==> src/rtl/instr_stream_encoder.sv <==
// Encodes structured instruction requests (R/LW/SW/BEQ/J) into 32-bit MIPS words
// and streams them into instruction memory starting at BASE.
module instr_stream_encoder #(
    parameter int AW    = 8,
    parameter int DEPTH = 256,
    parameter int BASE  = 0
) (
    input  logic          clk,
    input  logic          rst_n,
    input  logic          start,
    input  logic          in_valid,
    output logic          in_ready,
    input  logic [2:0]    in_kind,
    input  logic [4:0]    in_rs,
    input  logic [4:0]    in_rt,
    input  logic [4:0]    in_rd,
    input  logic [4:0]    in_shamt,
    input  logic [5:0]    in_funct,
    input  logic [15:0]   in_imm,
    input  logic [25:0]   in_target,
    input  logic          in_last,
    output logic          im_we,
    input  logic          im_ready,
    output logic [AW-1:0] im_addr,
    output logic [31:0]   im_wdata,
    output logic          busy,
    output logic          done,
    output logic [AW:0]   count,
    output logic          err_illegal,
    output logic          err_overflow,
    output logic [1:0]    dbg_state
);

    typedef enum logic [1:0] {IDLE, LOAD, DRAIN, DONE} state_t;

    localparam logic [AW:0] DEPTH_W = (AW+1)'(DEPTH);
    localparam logic [AW:0] BASE_W  = (AW+1)'(BASE);

    state_t      state;
    logic        accept;
    logic        legal;
    logic [31:0] enc;
    logic [AW:0] addr_sum;

    // Valid/ready: a request (or memory write) transfers on any edge where both are high.
    assign in_ready  = (state == LOAD) && (!im_we || im_ready);
    assign accept    = in_valid && in_ready;
    assign addr_sum  = BASE_W + count;
    assign busy      = (state != IDLE);
    assign done      = (state == DONE);
    assign dbg_state = state;

    always_comb begin
        enc   = 32'h0;
        legal = 1'b1;
        case (in_kind)
            3'd0:    enc = {6'b000000, in_rs, in_rt, in_rd, in_shamt, in_funct};
            3'd1:    enc = {6'b100011, in_rs, in_rt, in_imm};
            3'd2:    enc = {6'b101011, in_rs, in_rt, in_imm};
            3'd3:    enc = {6'b000100, in_rs, in_rt, in_imm};
            3'd4:    enc = {6'b000010, in_target};
            default: legal = 1'b0;
        endcase
    end

    always_ff @(posedge clk or negedge rst_n) begin
        if (!rst_n) begin
            state        <= IDLE;
            im_we        <= 1'b0;
            im_addr      <= '0;
            im_wdata     <= '0;
            count        <= '0;
            err_illegal  <= 1'b0;
            err_overflow <= 1'b0;
        end else begin
            case (state)
                IDLE: begin
                    if (start) begin
                        state        <= LOAD;
                        count        <= '0;
                        err_illegal  <= 1'b0;
                        err_overflow <= 1'b0;
                    end
                end
                LOAD: begin
                    if (im_we && im_ready) im_we <= 1'b0;
                    if (accept) begin
                        if (!legal) begin
                            err_illegal <= 1'b1;
                            if (in_last) state <= DRAIN;
                        end else if (count == DEPTH_W) begin
                            // Full program: drop the word and stop loading.
                            err_overflow <= 1'b1;
                            state        <= DRAIN;
                        end else begin
                            im_we    <= 1'b1;
                            im_wdata <= enc;
                            im_addr  <= addr_sum[AW-1:0];
                            count    <= count + 1'b1;
                            if (in_last) state <= DRAIN;
                        end
                    end
                end
                DRAIN: begin
                    if (im_we && im_ready) im_we <= 1'b0;
                    if (!im_we) state <= DONE;
                end
                DONE: state <= IDLE;
                default: state <= IDLE;
            endcase
        end
    end

endmodule

==> config.mk <==
export PLATFORM = sky130hd
export DESIGN_NAME = instr_stream_encoder
export DESIGN_NICKNAME = d
export VERILOG_FILES = /design/src/rtl/instr_stream_encoder.sv
export SDC_FILE = /design/constraint.sdc
export NUM_CORES = 1
export LEC_CHECK = 0
export ABC_AREA = 1
export ABC_CLOCK_PERIOD_IN_PS = 3100
export CAP_MARGIN = 20
export CORE_ASPECT_RATIO = 1.2
export CORE_MARGIN = 8
export CORE_UTILIZATION = 45
export CTS_CLUSTER_DIAMETER = 150
export DETAILED_ROUTE_END_ITERATION = 8
export MAX_ROUTING_LAYER = met4
export PLACE_DENSITY = 0.86
export SKIP_LAST_GASP = 1
export SLEW_MARGIN = 30
export SYNTH_ARGS = -nofsm -noshare
export SYNTH_HDL_FRONTEND = slang
export SYNTH_SLANG_ARGS = --single-unit
==> constraint.sdc <==
create_clock -name clk -period 3.1 [get_ports clk]
set_input_delay 0.62 -clock clk [delete_from_list [all_inputs] [get_ports clk]]
set_output_delay 0.62 -clock clk [all_outputs]
set_load 0.02 [all_outputs]
==> results of run 1 <==
through the flow:
| stage | hold WS, ns | setup slack, ns |
|---|---|---|
| global placement | 0.463 | 0.593 |
| CTS | 0.309 | 0.227 |
| detailed placement | 0.464 | 0.536 |
| finish | 0.303 | 0.228 |
| floorplan | 0.324 | 0.997 |
| global route | 0.331 | 0.0363 |
layer usage:
layer  vias to the layer above  global-route usage [%]  wire length [um]
li1                       1558                       -                 -
met1                      1413                    22.5              3640
met2                        94                    35.0              4720
met3                        12                    3.08               586
met4                         0                    6.67               174
met5                         -                       -                 0
final timing paths:
| check | start | to | slack (ns) | cells past startpoint |
|---|---|---|---|---|
| max | flip-flop | in_ready | 0.23 | 5 |
| min | rst_n | im_wdata[3] | 0.30 | 1 |
| max reg2reg | flip-flop | count[4] | 0.96 | 8 |
| min reg2reg | im_wdata[22] | im_wdata[22] | 0.49 | 2 |
| max in group asynchronous | rst_n | async pin | 2.01 | 2 |
| min in group clk | im_wdata[22] | im_wdata[22] | 0.49 | 2 |
power by group:
part | total, mW | internal (mW) | switching [mW]
Sequential | 1.06 | 0.901 | 0.156
Clock | 0.380 | 0.158 | 0.222
Combinational | 1.62 | 0.714 | 0.911
Total | 3.06 | 1.77 | 1.29
state kept, by name (all words and copies together), names as in the netlist, named ones only:
register      count
dbg_state         1
im_wdata         30
err_overflow      1
err_illegal       1
im_addr           8
im_we             1
count             9
cells by family after synthesis:
family,Yosys count
compound gates,23
xor+xnor,2
buf+inv,44
simple gates,298
other cells,1
fa+ha+maj,6
flops,52
worst max-delay path, delay by kind of cell, from the launching register on:
kind	cells	cell delay, ns
simple gates	1	0.18
flops	1	0.47
buf+inv	3	1.03
fa+ha+maj	1	0.27
final cells by class:
class | instances | share of cell area (%)
Multi-Input combinational cell | 330 | 32.8
Timing Repair Buffer | 134 | 30.5
Sequential cell | 52 | 29.8
Inverter | 29 | 2.49
Tap cell | 85 | 2.43
Clock buffer | 5 | 1.58
Clock inverter | 3 | 0.430
synthesized netlist by cell type (2+ instances only):
| library cell | instances |
|---|---|
| nor3_1 | 2 |
| inv_1 | 26 |
| dfrtp_1 | 52 |
| a21oi_1 | 3 |
| nand3_1 | 29 |
| nor2_2 | 3 |
| o21ai_0 | 16 |
| buf_4 | 4 |
| clkbuf_1 | 2 |
| nand4_1 | 3 |
| nand2_1 | 232 |
| inv_2 | 3 |
| nor2_1 | 23 |
| buf_2 | 7 |
| ha_1 | 6 |
| nor2_4 | 2 |
==> reports/qor.txt, run 1 <==
status = finished, final reports clean
Synth top area share = 44.4%
Yosys reg bits = 52
Slew Limit Fails = 0
DR vias/cell = 4.82
DP HPWL = 7040 um
Pre-antenna DRT Iters = 5
Post-Synth Simple-Gate Area = 41.1%
Final ANT Viol Nets = 0
clk slew on worst S/H paths = 0.09 ns
power per cell area = 701 nW/um^2
compound-cell area share of the yosys netlist = 4.49%
Setup Buffers After CTS = 0
most used cell, CP = inv_1
Pwr Total = 3.06 mW
vias in the first global route = 3060
Fmax = 0.348 GHz
critical path arrival = 2.25 ns
Worst-Skew Late Latency = 0.30 ns
placed cell areas = 4280 um^2
Mapped Cells = 426
Worst VDD drop = 0.501 mV
crit-path max FO = 16
Remaining DRCs = 0
post-DR wirelength/cell = 14.3 um
measured slew at the worst slew-check pin = 0.645 ns
Setup Viol. Count Final = 0
remaining global-route overflow = 0
Worst Path Required = 2.48 ns
number of fill cells = 545
Ports = 134
Mapped Area = 2930 um^2
number of port buffers = 132
fin crit share = 92.7%
Adder-Cell Fraction of Synth Area = 2.56%
most common cell after layout, fill and taps aside = nand2_1
kind of critical path = flip-flop to primary output
Finished Cell Area = 4370 um^2
Crit. End Element = primary output
core area = 6370 um^2
H-tree depth = 2
Die Width = 89.7 um
Tot GR Track Use = 20.2%
Clock Skews = 0.00844 ns
Synth area leader = dfrtp_1
Cell Chain, Critical Path = inv_1 -> ha_1 -> inv_1 -> nor2_1 -> clkdlybuf4s50_1
final net count = 635
total CTS buffers = 5
First DRT Iteration DRCs = 158
CTS tree = done
setup_tns = 0 ns
ys async rst share = 100%
Final min period = 2.87 ns
most frequent cells in the layout = 232 x nand2_1, 131 x clkdlybuf4s50_1, 52 x dfrtp_1
initial core utilization = 46.0%
normalized max-slew margin = 57.0%
total number of vias = 3077
MaxCap Viol Count = 0
Die H = 104 um
Sink Count = 52
antenna diode count = 0
Routed WL = 9120 um
xor-xnor portion of the synthesized cell area = 0.598%
Post-synth EDFFs = 0
die area = 9360 um^2
CTS Hold Bufs = 0
main combinational cell family by area after synthesis = simple AND/OR/NAND/NOR gates
ys flop type = dfrtp_1
first-pass GRT wire length = 14600 um
fin util = 68.6%
routability cong. = 0.874
unrepaired setup endpoints after global routing = false
Multi-input gate area = 1430 um^2
share of cells above drive strength 1 = 4.34%
Seq/Total Area, Yosys = 44.4%
Critical Path Slowest Stage Cell = clkdlybuf4s50_1
CP startpoint kind = flip-flop
Rows = 32
syn_area_per_cell = 6.88 um^2
Synth cell types = 29
CTS Buffer Depth = 2
min-delay worst type = input pin to async pin
Mapped Nets = 509
top cells by area, synth = dfrtp_1 44%, nand2_1 30%, nand3_1 5.0%
Area Growth Syn to Fin = 49.1%
CTS resizes = 0
largest net degree at the start of global routing = 36
mux contribution to synthesized area = 0%
Placed Cells = 630
Pleak = 2.15 nW
Layout Cells excl Fill = 638
initial antenna violation count = 0
Clk Tree Root Cell = clkbuf_8
Crit path largest cell delay = 0.62 ns
hold violation count in the final report = 0
register area = 1300 um^2
YS warnings = 0
Power figures use the tool's default switching activity.
==> run 2: changes to the inputs <==
--- a/config.mk
+++ b/config.mk
@@ -20,3 +20,4 @@
 export SYNTH_ARGS = -nofsm -noshare
 export SYNTH_HDL_FRONTEND = slang
 export SYNTH_SLANG_ARGS = --single-unit
+export TNS_END_PERCENT = 30
==> results of run 2 <==
Same layout as run 1: the final DEF is identical, and so are final timing and power.
